`config.mk`:
```
export PLATFORM = sky130hd
export DESIGN_NAME = conv3x3_mac
export DESIGN_NICKNAME = d
export VERILOG_FILES = /design/src/rtl/conv3x3_mac.sv
export SDC_FILE = /design/constraint.sdc
export NUM_CORES = 2
export LEC_CHECK = 0
export CORE_MARGIN = 4
export CORE_UTILIZATION = 45
export CTS_CLUSTER_DIAMETER = 200
export DETAILED_ROUTE_END_ITERATION = 7
export PLACE_DENSITY_LB_ADDON = 0.15
export SETUP_SLACK_MARGIN = 0.2
export SKIP_LAST_GASP = 1
export SYNTH_ARGS = -nofsm -noshare
export SYNTH_HDL_FRONTEND = slang
export SYNTH_SLANG_ARGS = --single-unit
export TNS_END_PERCENT = 30
```
`constraint.sdc`:
```
create_clock -name i_CLK -period 5.3 [get_ports i_CLK]
set_input_delay 0.795 -clock i_CLK [delete_from_list [all_inputs] [get_ports i_CLK]]
set_output_delay 0.795 -clock i_CLK [all_outputs]
set_load 0.01 [all_outputs]
```
`src/rtl/conv3x3_mac.sv`:
```
// Pipelined 3x3 convolution: sliding window fed one column per strobe,
// loadable signed kernel, scaled and saturated unsigned output pixel.
module conv3x3_mac #(
  parameter int NB_DATA  = 8,
  parameter int NB_COEFF = 8,
  parameter int NB_OUT   = 8,
  parameter int SHIFT    = 4
) (
  input  logic                    i_CLK,
  input  logic                    i_reset,
  input  logic [3*NB_DATA-1:0]    i_column,
  input  logic                    i_valid,
  input  logic                    i_changeBlock,
  input  logic                    i_kernelWe,
  input  logic [3:0]              i_kernelAddr,
  input  logic [NB_COEFF-1:0]     i_kernelData,
  output logic [NB_OUT-1:0]       o_pixel,
  output logic                    o_valid
);

  localparam int NB_PROD = NB_DATA + NB_COEFF + 1;
  localparam int NB_ACC  = NB_DATA + NB_COEFF + 5;
  localparam logic signed [NB_COEFF-1:0] COEFF_ONE = NB_COEFF'(1 << SHIFT);
  localparam logic signed [NB_ACC-1:0]   PIX_MAX   = NB_ACC'((1 << NB_OUT) - 1);

  logic [NB_DATA-1:0]        win_reg [9];
  logic [NB_DATA-1:0]        col_row [3];
  logic [1:0]                fill_reg;
  logic [1:0]                fill_next;
  logic                      launch;
  logic                      s1_valid_reg;
  logic                      s2_valid_reg;
  logic                      s3_valid_reg;
  logic signed [NB_PROD-1:0] prod_w [9];
  logic signed [NB_ACC-1:0]  sum_next;
  logic signed [NB_ACC-1:0]  sum_reg;
  logic signed [NB_ACC-1:0]  shifted;
  logic [NB_OUT-1:0]         sat_pixel;
  logic [NB_OUT-1:0]         pixel_reg;
  logic                      valid_reg;

  // Row 0 (top) sits in the MSBs of the incoming column.
  for (genvar gi = 0; gi < 3; gi++) begin : g_row
    assign col_row[gi] = i_column[(3-gi)*NB_DATA-1 -: NB_DATA];
  end

  always_comb begin
    fill_next = fill_reg;
    launch    = 1'b0;
    if (i_changeBlock) begin
      fill_next = i_valid ? 2'd1 : 2'd0;
    end else if (i_valid) begin
      fill_next = (fill_reg == 2'd3) ? 2'd3 : fill_reg + 2'd1;
      launch    = (fill_reg >= 2'd2);
    end
  end

  // S1: window, index 3*row+col, col 2 is the newest column.
  always_ff @(posedge i_CLK or negedge i_reset) begin
    if (!i_reset) begin
      for (int i = 0; i < 9; i++) win_reg[i] <= '0;
      fill_reg     <= '0;
      s1_valid_reg <= 1'b0;
    end else begin
      fill_reg     <= fill_next;
      s1_valid_reg <= launch;
      for (int r = 0; r < 3; r++) begin
        if (i_changeBlock) begin
          win_reg[3*r]   <= '0;
          win_reg[3*r+1] <= '0;
          win_reg[3*r+2] <= i_valid ? col_row[r] : '0;
        end else if (i_valid) begin
          win_reg[3*r]   <= win_reg[3*r+1];
          win_reg[3*r+1] <= win_reg[3*r+2];
          win_reg[3*r+2] <= col_row[r];
        end
      end
    end
  end

  // S2: one coefficient register and one product register per tap.
  for (genvar gi = 0; gi < 9; gi++) begin : g_tap
    logic signed [NB_COEFF-1:0] coeff_reg;
    logic signed [NB_PROD-1:0]  prod_reg;
    logic signed [NB_PROD-1:0]  pix_ext;
    logic signed [NB_PROD-1:0]  coeff_ext;

    assign pix_ext   = NB_PROD'(signed'({1'b0, win_reg[gi]}));
    assign coeff_ext = NB_PROD'(coeff_reg);

    always_ff @(posedge i_CLK or negedge i_reset) begin
      if (!i_reset) begin
        coeff_reg <= (gi == 4) ? COEFF_ONE : '0;
        prod_reg  <= '0;
      end else begin
        if (i_kernelWe && (i_kernelAddr == 4'(gi)))
          coeff_reg <= i_kernelData;
        if (s1_valid_reg)
          prod_reg <= pix_ext * coeff_ext;
      end
    end

    assign prod_w[gi] = prod_reg;
  end

  always_comb begin
    sum_next = '0;
    for (int i = 0; i < 9; i++) sum_next = sum_next + NB_ACC'(prod_w[i]);
  end

  assign shifted = sum_reg >>> SHIFT;

  always_comb begin
    if (shifted[NB_ACC-1])
      sat_pixel = '0;
    else if (shifted > PIX_MAX)
      sat_pixel = '1;
    else
      sat_pixel = shifted[NB_OUT-1:0];
  end

  // S3 sum and S4 saturated output; output pixel holds between strobes.
  always_ff @(posedge i_CLK or negedge i_reset) begin
    if (!i_reset) begin
      s2_valid_reg <= 1'b0;
      s3_valid_reg <= 1'b0;
      sum_reg      <= '0;
      valid_reg    <= 1'b0;
      pixel_reg    <= '0;
    end else begin
      s2_valid_reg <= s1_valid_reg;
      s3_valid_reg <= s2_valid_reg;
      valid_reg    <= s3_valid_reg;
      if (s2_valid_reg) sum_reg   <= sum_next;
      if (s3_valid_reg) pixel_reg <= sat_pixel;
    end
  end

  assign o_pixel = pixel_reg;
  assign o_valid = valid_reg;

endmodule

```
==> impl_results.md <==
* Synth Cell Area at 35960 um2
* Yosys top cell area share at 0.2527
* CP endpoint kind: flip-flop
* Mean Syn Cell Area at 9.644 um2
* Die area at 84510 um2
* RD Place Congestion at 0.8661
* Critical-path top delay cell: fa_1
* Fmax at 0.2111 GHz
* IO Count at 50
* Crit start category: flip-flop
* Layout cells sized above 1 at 0.06973
* Starting DRC count in detailed routing at 1381
* Overall die width at 290.7 um
* Syn Nets at 4629
* Clk root buf: clkbuf_16
* Yosys reg bits at around 330
* Async S/R FF share, synth at 1.000
* Vias per cell at 5.059
* Worst path max stage delay at between 0.5 and 0.6 ns
* Minimum clock period at 4.737 ns
* Post-CTS Hold Buffers at 0
* DRC errors left at 0
* Insertion delay to the later sink of the worst-skew pair at 0.59 ns
* CP Max Fanout at 9
* Worst path bufs/invs at 2
* CP delay by family, top: adder cells
* Netlist cell types at between 60 and 70
* CP Cell Sequence: and2_1, fa_1, inv_1, fa_1, fa_1, fa_1, inv_1, ha_1, nor2b_1, o2111ai_1, and3_1, nor3_1, a2111oi_0, mux2_2, o21ai_1
* Cts repair resizes at 0
* Clock-pin transition on the worst setup and hold timing paths at 0.07 ns
* Final setup fails at 0
* Die height at 290.7 um
* Worst-margin pin slew at 1.136 ns
* Area added between synthesis and finish at 8.207%
* Clock buffer count from CTS at 44
* Most frequent CP cell: fa_1
* Max-slew headroom at 0.2403
* Number of synthesis warnings at 0
* Final hold viol count at 0
* Initial antenna violation count at 7
* DR pass1 iterations at 5
* Area contributors post-synth: fa_1 (25%), dfrtp_1 (23%), ha_1 (14%), inv_1 (7.5%), and2_1 (4.9%)
* Post-Route Skew at approximately 0.023 ns
* Cells after synthesis at 3729
* Biggest area consumer among synthesized cells: fa_1
* Total grt overflow at 0
* GRT Overall Usage at 0.2166
* Final setup TNS at 0 ns
* Row Count at 103
* Pins Over Slew Limit at 0
* Post-CTS setup buffers at 0
* ANT nets after route at 0
* First-pass GRT wire length at about 140 mm
* Worst slack, placed at 0.5653 ns
* Maximum level of the CTS H-tree at 2
* Outcome: completed
* Largest net degree at the start of global routing at 96
* PortBufs at 49
* EDFF count, synth at 0
* Worst EP required at between 5 and 6 ns
* # nets final at 4610
* CP arrival at 5.26 ns
* Largest register FFs at 153
* RSZ-0062 raised after global routing: no
* DP HPWL at around 70 mm
* Seq/Total Area, Yosys at 0.2283
* Top_reg_cell synth: dfrtp_1
* Setup CP Type: reg -> reg
* Final Cycle Share at 0.8937
* Hold WC Path Type: in -> async
* Area of the core at 79130 um2
* Vias in the first global route at ~25000
* CTS Buffer Depth at 3
* Clk sinks at 328
* Max Cap Viol at 0
* Final WL at 89.99 mm
* TritonCTS clock tree: yes
* Final WS setup at 0.5632 ns
* Initial core utilization at 0.4545
* Wirelength per Cell at 18.77 um
* Vias at 24260
## stage by stage
| stage | util | hold slack [ns] | instances | area (um2) |
|---|---|---|---|---|
| floorplan | - | 0.3519 | 3729 | 35960 |
| global placement | 0.4731 | 0.4710 | 4714 | 37430 |
| detailed placement | 0.4731 | 0.4697 | 4714 | 37430 |
| CTS | 0.4918 | 0.2122 | 4793 | 38910 |
| global route | 0.4918 | 0.2212 | 4793 | 38910 |
| finish | 0.4918 | 0.1754 | 4794 | 38910 |
## layer usage
metal  GRT usage  share of wire
met5           0        0.00047
met1      0.3090           0.47
met3     0.04096          0.050
met2      0.3423           0.45
met4     0.05467          0.025
## cell usage in the layout (no fill, tap or decap), types with 8 or more instances in the layout
master,Yosys,final
a211o_1,11,11
a211oi_1,28,28
a21o_1,25,25
a21oi_1,86,86
and2_1,281,281
and3_1,18,18
buf_4,0,17
clkbuf_1,125,8
clkbuf_16,0,44
clkdlybuf4s50_1,0,43
dfrtp_1,327,326
fa_1,454,454
ha_1,405,405
inv_1,714,714
mux2_2,142,142
mux2i_1,56,56
nand2_1,369,369
nand2b_1,60,60
nand3_1,40,40
nor2_1,180,180
nor2b_1,19,19
nor3_1,31,31
o211ai_1,12,12
o21a_1,33,33
o21ai_0,115,115
o22ai_1,8,8
xnor2_1,79,79
xor2_1,17,17
## worst reg2reg max path, stage by stage, from the launching register on
cell       delay, ns
dfrtp_1         0.49
and2_1          0.24
fa_1            0.45
inv_1           0.08
fa_1            0.44
fa_1            0.51
fa_1            0.49
inv_1           0.04
ha_1            0.32
nor2b_1         0.17
o2111ai_1       0.23
and3_1          0.24
nor3_1          0.06
a2111oi_0       0.41
mux2_2          0.38
o21ai_1         0.11
## synth_stat cells (5+ instances only)
cell type / n
o22ai_1: 8
inv_1: 714
nor2b_1: 19
clkbuf_1: 125
nand3b_1: 5
a21o_1: 25
a21oi_1: 86
dfrtp_1: 327
o211ai_1: 12
nand2_1: 369
xor2_1: 17
o21ai_0: 115
ha_1: 405
xnor2_1: 79
nor3_1: 31
and3_1: 18
o2bb2ai_1: 6
a211o_1: 11
nand3_1: 40
a211oi_1: 28
or3_1: 6
buf_1: 7
and2_1: 281
mux2_2: 142
nand2b_1: 60
nor2_1: 180
fa_1: 454
mux2i_1: 56
o21a_1: 33
## final cells by class
class / count / area [um2]
clock buffers: 59 / 1227
inverters: 715 / 2684
clock inverters: 20 / 251.5
repair buffers: 68 / 653.1
flip-flops and latches: 328 / 8213
fillers: 7558 / 40210
multi-input cells: 2553 / 24570
well taps: 1050 / 1314
diodes: 1 / 2.502
## worst paths after layout
check	from	slack (ns)	to	cells past startpoint
hold / removal	i_reset	0.18	g_tap[0].pix_ext[7]$_DFFE_PN0P_	1
setup reg to reg	g_tap[6].coeff_reg[2]$_DFFE_PN0P_	0.56	g_tap[6].prod_reg[16]$_DFFE_PN0P_	15
min in group i_CLK	sum_reg[16]$_DFFE_PN0P_	0.48	sum_reg[16]$_DFFE_PN0P_	2
hold reg to reg	sum_reg[16]$_DFFE_PN0P_	0.48	sum_reg[16]$_DFFE_PN0P_	2
max in group asynchronous	i_reset	4.03	g_tap[7].coeff_reg[5]$_DFFE_PN0P_	2
setup / recovery	g_tap[6].coeff_reg[2]$_DFFE_PN0P_	0.56	g_tap[6].prod_reg[16]$_DFFE_PN0P_	15
## cells by family after synthesis
group,share of synthesized area
muxes,0.06005
AOI/OAI and AO/OA,0.06729
buffers and inverters,0.08854
adders and majority gates,0.3936
xor gates and xnor gates,0.02338
and+or+nand+nor,0.1389
DFF,0.2283
Power is not shown: default switching activity piles up to over one toggle a cycle in this logic, so the estimate is an artifact.
